**config.mk**
```make
export PLATFORM = sky130hd
export DESIGN_NAME = imem_loader_flat
export DESIGN_NICKNAME = d
export VERILOG_FILES = /design/src/rtl/imem_loader_if.sv /design/src/rtl/imem_loader.sv /design/src/flat_wrapper.sv
export SDC_FILE = /design/constraint.sdc
export NUM_CORES = 1
export LEC_CHECK = 0
export BUFFER_PORTS_ARGS = -buffer_cell sky130_fd_sc_hd__buf_4
export CORE_MARGIN = 10
export CORE_UTILIZATION = 63
export CTS_BUF_LIST = sky130_fd_sc_hd__clkbuf_4
export CTS_CLUSTER_SIZE = 8
export DETAILED_ROUTE_END_ITERATION = 6
export PLACE_DENSITY_LB_ADDON = 0.3
export SLEW_MARGIN = 20
export SYNTH_ARGS = -nofsm -noshare
export SYNTH_HDL_FRONTEND = slang
export SYNTH_SLANG_ARGS = --single-unit
```
**constraint.sdc**
```tcl
create_clock -name clk -period 5 [get_ports clk]
set_clock_uncertainty 0.05 [all_clocks]
set_input_delay 1 -clock clk [delete_from_list [all_inputs] [get_ports clk]]
set_output_delay 1 -clock clk [all_outputs]
set_load 0.02 [all_outputs]
```
**src/rtl/imem_loader_if.sv**
```systemverilog
// Byte-stream handshake and instruction-memory write port between the loader and its environment.
// The master side (the loader) consumes the stream and drives the memory write strobe.
interface imem_loader_if #(
  parameter int unsigned ADDR_WIDTH = 11,
  parameter int unsigned DATA_WIDTH = 32
);
  logic                  in_valid;
  logic [7:0]            in_data;
  logic                  in_ready;
  logic                  cntlr_wr;
  logic [ADDR_WIDTH-1:0] cntlr_waddr;
  logic [DATA_WIDTH-1:0] cntlr_wr_data;

  modport master (
    input  in_valid,
    input  in_data,
    output in_ready,
    output cntlr_wr,
    output cntlr_waddr,
    output cntlr_wr_data
  );

  modport slave (
    output in_valid,
    output in_data,
    input  in_ready,
    input  cntlr_wr,
    input  cntlr_waddr,
    input  cntlr_wr_data
  );
endinterface

```
**src/rtl/imem_loader.sv**
```systemverilog
// Instruction-memory loader: packs a little-endian byte stream into 32-bit words and writes them
// to consecutive word addresses from a latched base, returning an XOR checksum of the words.
module imem_loader #(
  parameter int unsigned ADDR_WIDTH = 11,
  parameter int unsigned DATA_WIDTH = 32
) (
  input  logic                  clk,
  input  logic                  rst_n,
  input  logic                  start,
  input  logic [ADDR_WIDTH-1:0] base_addr,
  input  logic [ADDR_WIDTH:0]   word_count,
  imem_loader_if.master         bus,
  output logic                  busy,
  output logic                  done,
  output logic [DATA_WIDTH-1:0] checksum
);

  localparam logic [1:0] StIdle = 2'd0;
  localparam logic [1:0] StLoad = 2'd1;
  localparam logic [1:0] StDone = 2'd2;

  logic [1:0]            state_q, state_d;
  logic [ADDR_WIDTH-1:0] base_q, base_d;
  logic [ADDR_WIDTH:0]   count_q, count_d;
  logic [ADDR_WIDTH:0]   word_idx_q, word_idx_d;
  logic [1:0]            byte_idx_q, byte_idx_d;
  logic [23:0]           part_q, part_d;
  logic                  wr_q, wr_d;
  logic [ADDR_WIDTH-1:0] waddr_q, waddr_d;
  logic [DATA_WIDTH-1:0] wdata_q, wdata_d;
  logic [DATA_WIDTH-1:0] checksum_q, checksum_d;
  logic [DATA_WIDTH-1:0] word;

  // The fourth byte lands directly in the top lane; only the lower three are buffered.
  assign word = {bus.in_data, part_q};

  always_comb begin
    state_d    = state_q;
    base_d     = base_q;
    count_d    = count_q;
    word_idx_d = word_idx_q;
    byte_idx_d = byte_idx_q;
    part_d     = part_q;
    wr_d       = 1'b0;
    waddr_d    = waddr_q;
    wdata_d    = wdata_q;
    checksum_d = checksum_q;
    case (state_q)
      StIdle: begin
        if (start) begin
          base_d     = base_addr;
          count_d    = word_count;
          checksum_d = '0;
          byte_idx_d = '0;
          word_idx_d = '0;
          part_d     = '0;
          state_d    = (word_count == '0) ? StDone : StLoad;
        end
      end
      StLoad: begin
        if (bus.in_valid) begin
          if (byte_idx_q == 2'd3) begin
            wr_d       = 1'b1;
            waddr_d    = base_q + word_idx_q[ADDR_WIDTH-1:0];
            wdata_d    = word;
            checksum_d = checksum_q ^ word;
            word_idx_d = word_idx_q + 1'b1;
            byte_idx_d = '0;
            if (word_idx_d == count_q) state_d = StDone;
          end else begin
            part_d[8*byte_idx_q +: 8] = bus.in_data;
            byte_idx_d                = byte_idx_q + 1'b1;
          end
        end
      end
      StDone:  state_d = StIdle;
      default: state_d = StIdle;
    endcase
  end

  always_ff @(posedge clk or negedge rst_n) begin
    if (!rst_n) begin
      state_q    <= StIdle;
      base_q     <= '0;
      count_q    <= '0;
      word_idx_q <= '0;
      byte_idx_q <= '0;
      part_q     <= '0;
      wr_q       <= 1'b0;
      waddr_q    <= '0;
      wdata_q    <= '0;
      checksum_q <= '0;
    end else begin
      state_q    <= state_d;
      base_q     <= base_d;
      count_q    <= count_d;
      word_idx_q <= word_idx_d;
      byte_idx_q <= byte_idx_d;
      part_q     <= part_d;
      wr_q       <= wr_d;
      waddr_q    <= waddr_d;
      wdata_q    <= wdata_d;
      checksum_q <= checksum_d;
    end
  end

  assign bus.in_ready      = (state_q == StLoad);
  assign bus.cntlr_wr      = wr_q;
  assign bus.cntlr_waddr   = waddr_q;
  assign bus.cntlr_wr_data = wdata_q;
  assign busy              = (state_q != StIdle);
  assign done              = (state_q == StDone);
  assign checksum          = checksum_q;

endmodule

```
**src/flat_wrapper.sv**
```systemverilog
// flat-port wrapper written by rule: the top's interface ports become plain ports
module imem_loader_flat 
#(
  parameter int unsigned ADDR_WIDTH = 11,
  parameter int unsigned DATA_WIDTH = 32
)
  (clk, rst_n, start, base_addr, word_count, busy, done, checksum, bus_in_valid, bus_in_data, bus_in_ready, bus_cntlr_wr, bus_cntlr_waddr, bus_cntlr_wr_data);
  imem_loader_if #(.ADDR_WIDTH(ADDR_WIDTH), .DATA_WIDTH(DATA_WIDTH)) bus_i ();
  input  logic clk;
  input  logic rst_n;
  input  logic start;
  input  logic [ADDR_WIDTH-1:0] base_addr;
  input  logic [ADDR_WIDTH:0] word_count;
  output logic busy;
  output logic done;
  output logic [DATA_WIDTH-1:0] checksum;
  input wire logic [$bits(bus_i.in_valid)-1:0] bus_in_valid;
  input wire logic [$bits(bus_i.in_data)-1:0] bus_in_data;
  output wire logic [$bits(bus_i.in_ready)-1:0] bus_in_ready;
  output wire logic [$bits(bus_i.cntlr_wr)-1:0] bus_cntlr_wr;
  output wire logic [$bits(bus_i.cntlr_waddr)-1:0] bus_cntlr_waddr;
  output wire logic [$bits(bus_i.cntlr_wr_data)-1:0] bus_cntlr_wr_data;
  assign bus_i.in_valid = bus_in_valid;
  assign bus_i.in_data = bus_in_data;
  assign bus_in_ready = bus_i.in_ready;
  assign bus_cntlr_wr = bus_i.cntlr_wr;
  assign bus_cntlr_waddr = bus_i.cntlr_waddr;
  assign bus_cntlr_wr_data = bus_i.cntlr_wr_data;
  imem_loader #(.ADDR_WIDTH(ADDR_WIDTH), .DATA_WIDTH(DATA_WIDTH)) u_core (.clk(clk), .rst_n(rst_n), .start(start), .base_addr(base_addr), .word_count(word_count), .bus(bus_i), .busy(busy), .done(done), .checksum(checksum));
endmodule
```
==> results of run 1 <==
per-layer routing:
layer,up-vias,wire length [um],track usage (%)
met4,0,214,6.930
met1,2534,6370,25.89
met3,24,1040,6.568
met2,170,8536,39.11
li1,2387,-,-
met5,-,0,0
worst min-delay path, stage by stage (launching register included):
cell     delay, ns
dfrtp_1       0.36
nand2_1       0.05
nand2_1       0.06
power groups by stage:
stage / combinational [mW] / clock [mW] / sequential, mW
6_report: 1.56 / 0.768 / 1.77
5_1_grt: 1.72 / 0.831 / 1.82
4_1_cts: 1.58 / 0.780 / 1.77
3_5_place_dp: 1.57 / 0 / 1.79
3_3_place_gp: 1.50 / 0 / 1.78
2_1_floorplan: 0.689 / 0 / 1.99
cells in the final DEF (no fill, tap or decap), types with 3 or more instances in the layout:
cell	count
nand2_1	164
dfrtp_1	139
buf_4	118
o21ai_0	46
nor2_1	43
xor2_1	39
mux2_2	23
nand3_1	18
clkbuf_4	18
ha_1	16
inv_1	14
xnor2_1	14
a21oi_1	11
a22o_1	10
and3_1	8
a21o_1	6
o31ai_1	5
nand2b_1	4
nor4_1	4
nor3_1	3
nand4_1	3
clkinvlp_4	3
bufinv_16	3
clkinv_4	3
sequential cells by signal, indices dropped and copies added (netlist names), 2 cells and up:
register                  cells
u_core.part_q                24
u_core.byte_idx_q             2
u_core.state_q                2
u_core.bus.cntlr_wr_data     32
u_core.base_q                11
u_core.word_idx_q            12
u_core.bus.cntlr_waddr       11
u_core.count_q               12
u_core.checksum              32
cells in the mapped netlist (all sizes together), types with 2 or more instances:
cell,n
inv,15
clkbuf,21
xnor2,14
a22o,10
a32o,2
o21bai,2
a21oi,13
buf,14
nand3,19
a211oi,2
nor2,44
o31ai,5
o21a,2
a21o,6
and4,2
nor3,4
nand4b,2
nand3b,2
or2,2
dfrtp,139
o41a,2
and3,8
ha,16
nand4,5
mux2,23
nand2b,4
xor2,39
nor4,4
o21ai,48
nand2,164
cells by family after synthesis:
logic type                 count (synthesis)  share of synthesized area [%]
and+or+nand+nor                          265                          17.79
adders and majority gates                 17                          3.385
muxes                                     24                          4.135
buffers and inverters                     50                          3.443
xor gates and xnor gates                  53                          7.136
DFF                                      139                          53.47
AOI/OAI and AO/OA                        103                          10.64
cell type report:
cell class,instances,share of cell area [%]
inverters,15,0.7287
multi-input cells,462,36.49
well taps,136,2.202
clock buffers,18,1.749
clock inverters,14,2.202
repair buffers,119,11.61
flip-flops and latches,139,45.02
through the flow:
step	utilization [%]	hold slack [ns]	std cells	total power [mW]	area, um2
floorplan	-	0.4105	651	2.682	6505
global placement	72.86	0.4109	871	3.282	7421
detailed placement	72.86	0.4140	871	3.357	7421
CTS	75.86	0.4417	903	4.129	7726
global route	75.86	0.4723	903	4.365	7726
finish	75.86	0.4406	903	4.105	7726
path summary, 6_finish.rpt:
| path | from | endpoint | slack, ns | depth (start not counted) |
|---|---|---|---|---|
| worst min register to register | u_core.bus.cntlr_wr_data[0]$_DFFE_PN0P_ | u_core.bus.cntlr_wr_data[0]$_DFFE_PN0P_ | 0.44 | 2 |
| worst min-delay path | u_core.bus.cntlr_wr_data[0]$_DFFE_PN0P_ | u_core.bus.cntlr_wr_data[0]$_DFFE_PN0P_ | 0.44 | 2 |
| worst max register to register | u_core.state_q[1]$_DFFE_PN0P_ | u_core.word_idx_q[11]$_DFFE_PN0P_ | 2.30 | 6 |
| min in group asynchronous | rst_n | u_core.checksum[14]$_DFFE_PN0P_ | 0.55 | 1 |
| worst max-delay path | u_core.state_q[1]$_DFFE_PN0P_ | bus_in_ready | 2.15 | 3 |
| max in group asynchronous | rst_n | u_core.state_q[0]$_DFFE_PN0P_ | 3.35 | 2 |
==> qor.yml, run 1 <==
die:
  die_x_um: 121.6
  die_h_um: 121.6
  initial_utilization_pct: 63.87
  num_rows: 37
  core_mm2: 0.01018
  die_area_mm2: 0.01479
  num_io_pins: 114
cts:
  clock_latency_ns: 0.53
  cts_resized: 0
  cts_setup_buffers: 0
  clk_path_buf_depth: 2
  clkSlewWorstSetupHoldPaths_ns: 0.11
  cts_hold_buf: 0
  cts-root-buf: "clkbuf_4"
  htreeDepth: 4
  cts_tree: "yes"
  cts.sinks: 139
  numCtsBuffers: 17
worst_setup_path:
  end_kind: "output port"
  worstPathCellList: "nand2b_1 > inv_1 > buf_4"
  path_class: "reg2out"
  required_ns: 3.95
  cp_slowest_cell: "dfrtp_1"
  critPathMaxStageDelay_ns: 0.54
  cp_max_fo: 11
  crit_buf_inv: 2
  critPathLaunchType: "register"
  arrival_ns: 1.80
  crit_family: "flip-flops"
power_and_ir_drop:
  pwr-share-clk_pct: 18.7
  p_int_mw: 2.506
  p_leak_nw: 3.790
  p_seq_share_pct: 43.2
  swShare_pct: 38.96
  p_sw_mw: 1.599
  comb_power_share_pct: 38.1
  ir_worst_vdd_mv: 0.2888
  p_per_area_mw_per_mm2: 531.3
finish:
  area_delta_synth_final_pct: 18.77
  register_area_mm2: 0.003478
  multiInputGateArea_mm2: 0.002819
  fillerInstances: 734
  layout.nets: 806
  n_antenna_cell: 0
  layout-drive-gt1-share_pct: 24.51
sta:
  finalSetupViolations: 0
  hold_viol: 0
  fmax_ghz: 0.3511
  rsz0062_at_grt: "false"
  period_needed_ns: 2.848
  relSlewSlack_pct: 28.59
  finalWorstSetupSlack_ns: 2.152
  setup_tns_ns: 0
  worst_pin_slew_ns: 1.071
  maxSlewViolCount: 0
  finalCritPeriodShare_pct: 56.96
detailed_routing:
  drt-initial-drc-count: 378
  wl_um: 16160
  wl_per_cell_um: 17.90
  viasPerCell: 5.664
  final_antenna_net_count: 0
  via_count: 5115
  detailedRoute.firstPassIterationCount: 6
  drc: 0
synthesis:
  async_reset_ff_share_pct: 100.0
  yosys-top-cells-area: "dfrtp_1 (53%), nand2_1 (9.5%), xor2_1 (5.3%)"
  netlist.area_leader.share_pct: 53.47
  yosysTopAreaCell: "dfrtp_1"
  ys_ff_latch: 139
  yosysSeqAreaShare_pct: 53.47
  synth_area_per_cell_um2: 9.992
  synth_ff_type: "dfrtp_1"
  synth_cells: 651
  synth_fp_nets: 703
  synth_edf_count: 0
  yosys_warnings: 0
  yosysUniqueCellTypes: 60
  mappedNetlistArea_mm2: 0.006505
placed_design:
  place.gp.congestion: 0.8787
  port_buffers: 113
  post-place-ws_ns: 2.265
  place_hpwl_um: 11660
job:
  drv_cap: 0
hold_path:
  hold_class: "reg2reg"
global_route:
  antenna_found_initial: 0
  overflow: 0
  grt_max_degree: 112
  grt_usage_pct: 22.34
  grt_pass1_wl_um: 26480
  grt_pass1_vias: 5273
outcome:
  status: "complete, no violations"
Note: power is estimated with default switching activity, not from simulation.
==> run 2, diff against run 1 <==
--- a/config.mk
+++ b/config.mk
@@ -5,9 +5,10 @@
 export SDC_FILE = /design/constraint.sdc
 export NUM_CORES = 1
 export LEC_CHECK = 0
+export ABC_AREA = 1
 export BUFFER_PORTS_ARGS = -buffer_cell sky130_fd_sc_hd__buf_4
 export CORE_MARGIN = 10
-export CORE_UTILIZATION = 63
+export CORE_UTILIZATION = 52
 export CTS_BUF_LIST = sky130_fd_sc_hd__clkbuf_4
 export CTS_CLUSTER_SIZE = 8
 export DETAILED_ROUTE_END_ITERATION = 6
==> constraint.sdc (replaced) <==
create_clock -name clk -period 2.6 [get_ports clk]
set_clock_uncertainty 0.05 [all_clocks]
set_input_delay 0.52 -clock clk [delete_from_list [all_inputs] [get_ports clk]]
set_output_delay 0.52 -clock clk [all_outputs]
set_load 0.02 [all_outputs]
==> run 2 against run 1 <==
Final cell count rose by 16%. Design area grew 0.79%. Critical path depth increased by 6. Total power grew 110%. Via count up 7.2%. Count of clock-buffer cells in the layout rose by 1. Synthesized cell count up 15%. Hold slack lost 0.32 ns. Critical path type is now reg2reg. Critical endpoint is now u_core.bus.cntlr_waddr[8]$_DFFE_PN0P_. Largest cell class unchanged. Highest routed layer unchanged.
==> qor.yml, run 2 <==
outcome:
  status: "complete, no violations"
detailed_routing:
  detailedRoute.firstPassIterationCount: 5  # -1
  drc: 0  # unchanged
  wl_per_cell_um: 15.60  # -13%
  viasPerCell: 5.252  # -7.3%
  final_antenna_net_count: 0  # unchanged
  wl_um: 16290  # +0.79%
  via_count: 5483  # +7.2%
  drt-initial-drc-count: 571  # +51%
placed_design:
  place_hpwl_um: 12150  # +4.3%
  place.gp.congestion: 0.8719  # -0.77%
  port_buffers: 113  # unchanged
  place_area_mm2: 0.007487  # +0.89%
  post-place-ws_ns: 0.2039  # -2.061 ns
hold_path:
  worstHoldEndpoint: "u_core.base_q[7]$_DFFE_PN0P_"
  hold_class: "in2reg"
  min-delay-start: "base_addr[7]"
  hold_depth: 3  # +1
synthesis:
  synth_most_common_cell: "nand2_1"
  synth_cells: 748  # +15%
  synth_area_per_cell_um2: 8.670  # -13%
  netlist.area_leader.share_pct: 53.64  # +0.17 points
  async_reset_ff_share_pct: 100.0  # unchanged
  yosysUniqueCellTypes: 40  # -33%
  yosys-top-cells-area: "dfrtp_1 (54%), nand2_1 (9.5%), o21ai_0 (6.9%)"
  yosysTopAreaCell: "dfrtp_1"
  yosysSeqAreaShare_pct: 53.64  # +0.17 points
  mappedNetlistArea_mm2: 0.006485  # -0.31%
  ys_ff_latch: 139  # unchanged
  synth_ff_type: "dfrtp_1"
  yosys_warnings: 0  # unchanged
  synth_fp_nets: 800  # +14%
  synth_commonest_cells: "nand2_1 (164), dfrtp_1 (139), o21ai_0 (89)"
  synth_edf_count: 0  # unchanged
die:
  die_x_um: 131.7  # +8.3%
  initial_utilization_pct: 53.54  # -10 points
  num_io_pins: 114  # unchanged
  num_rows: 40  # +8.1%
  core_mm2: 0.01211  # +19%
  die_area_mm2: 0.01734  # +17%
  die_h_um: 131.7  # +8.3%
sta:
  maxSlewViolCount: 0  # unchanged
  rsz0062_at_grt: "false"
  finalWorstSetupSlack_ns: 0.1782  # -1.974 ns
  finalCritPeriodShare_pct: 93.15
  relSlewSlack_pct: 49.91  # +21 points
  finalSetupViolations: 0  # unchanged
  worst_pin_slew_ns: 0.7456  # -0.3255 ns
  setup_tns_ns: 0  # unchanged
  hold_viol: 0  # unchanged
  fmax_ghz: 0.4129
  period_needed_ns: 2.422
worst_setup_path:
  cp_max_fo: 8  # -3
  required_ns: 2.97  # -0.98 ns
  critPathLaunchType: "register"
  rr_startpoint: "u_core.word_idx_q[0]$_DFFE_PN0P_"
  end_kind: "register"
  critPathLaunch: "u_core.word_idx_q[0]$_DFFE_PN0P_"
  reg2reg_setup_slack_ns: 0.18  # -2.12 ns
  critPathMaxStageDelay_ns: 0.53  # about the same
  path_class: "reg2reg"
  reg2reg_depth: 9  # +3
  worstPathCellList: "ha_1 > fa_1 > nand3_1 > nand2_1 > a21boi_0 > nor2_1 > nor2_1 > xor2_1 > o21ai_0"
  critPathMostFrequentCell: "nor2_1"
  cp_slowest_cell: "dfrtp_1"
  reg2reg_to: "u_core.bus.cntlr_waddr[8]$_DFFE_PN0P_"
  arrival_ns: 2.79  # +0.99 ns
power_and_ir_drop:
  ir_worst_vdd_mv: 0.6462  # +120%
  p_leak_nw: 3.852  # +1.6%
  total_power_mw: 8.735  # +110%
  p_per_area_mw_per_mm2: 1122  # +110%
cts:
  numCtsBuffers: 17  # unchanged
  cts_resized: 0  # unchanged
  clk_path_buf_depth: 2  # unchanged
  htreeDepth: 4  # unchanged
  clkSlewWorstSetupHoldPaths_ns: 0.12  # about the same
  cts_setup_buffers: 0  # unchanged
  cts-root-buf: "clkbuf_4"
  cts.sinks: 139  # unchanged
  clock_latency_ns: 0.55  # +0.02 ns
  cts_tree: "yes"
finish:
  layout_commonest_cell: "nand2_1"
  finalInstanceArea_mm2: 0.007787  # +0.79%
  n_antenna_cell: 0  # unchanged
  area_delta_synth_final_pct: 20.08
  fillerInstances: 1048  # +43%
  mostFrequentLayoutCells: "nand2_1 (164), dfrtp_1 (139), buf_4 (117)"
  layout-drive-gt1-share_pct: 19.06  # -5.4 points
  fin_util_pct: 64.30  # -12 points
  layout.nets: 916  # +14%
global_route:
  grt_max_degree: 79  # -29%
  antenna_found_initial: 0  # unchanged
  grt_pass1_vias: 5323  # +0.95%
  grt_usage_pct: 18.90  # -3.4 points
  grt_pass1_wl_um: 27020  # +2.0%
  overflow: 0  # unchanged
job:
  drv_cap: 0  # unchanged
-- run 2: cell type report --
class	instances	area [um2]	share of cell area, %
repair buffers	121	939.7	12.07
clock inverters	12	147.6	1.896
inverters	82	310.3	3.985
well taps	168	210.2	2.699
flip-flops and latches	139	3478	44.67
clock buffers	19	142.6	1.832
multi-input cells	503	2559	32.86
-- run 2: per-stage QoR --
step           hold WS [ns]  cells
2_1_floorplan        0.1744    748
4_1_cts             0.08387   1044
6_report             0.1185   1044
3_5_place_dp         0.4017   1012
3_3_place_gp         0.3992   1012
5_1_grt             0.09793   1044
-- run 2: metal layers --
metal,wire length [um],track usage [%],vias up
met5,0,0,-
met2,7498,28.80,193
met1,7475,25.22,2550
met3,1025,5.564,25
li1,-,-,2715
met4,290,6.304,0
-- run 2: critical path: cells and delay by family, from the launching register on --
kind / cells / cell delay, ns
xor+xnor: 1 / 0.15
simple gates: 4 / 0.37
flops: 1 / 0.53
fa+ha+maj: 2 / 0.78
compound gates: 2 / 0.39
-- run 2: logic make-up (layout without fill, tap and decap cells) --
kind of cell / after synthesis / count (layout) / synth area share (%)
fa+ha+maj: 17 / 17 / 3.396
compound gates: 178 / 178 / 15.07
simple gates: 298 / 298 / 19.64
flops: 139 / 139 / 53.64
xor+xnor: 10 / 10 / 1.351
buf+inv: 106 / 234 / 6.907
-- run 2: worst max-delay path by stage --
| stage | cells after the start | slack (ns) | endpoint |
|---|---|---|---|
| 6_report | 9 | 0.18 | u_core.bus.cntlr_waddr[8]$_DFFE_PN0P_ |
| 5_1_grt | 9 | 0.004 | u_core.bus.cntlr_waddr[8]$_DFFE_PN0P_ |
| 4_1_cts | 9 | 0.15 | u_core.bus.cntlr_waddr[8]$_DFFE_PN0P_ |
| 3_5_place_dp | 9 | 0.20 | u_core.bus.cntlr_waddr[8]$_DFFE_PN0P_ |
| 3_3_place_gp | 9 | 0.28 | u_core.bus.cntlr_waddr[8]$_DFFE_PN0P_ |
| 2_1_floorplan | 9 | 0.55 | u_core.bus.cntlr_waddr[8]$_DFFE_PN0P_ |
-- run 2: power by group --
part | leakage [nW] | switching [mW] | internal [mW]
Clock | 0.152 | 0.780 | 0.678
Sequential | 1.75 | 0.612 | 2.95
Combinational | 1.95 | 2.26 | 1.45
Total | 3.85 | 3.66 | 5.08
-- run 2: repair_timing --
item,CTS,global route
endpoints found under the hold margin,42,0
hold buffers,1,0
setup endpoints to repair,0,0
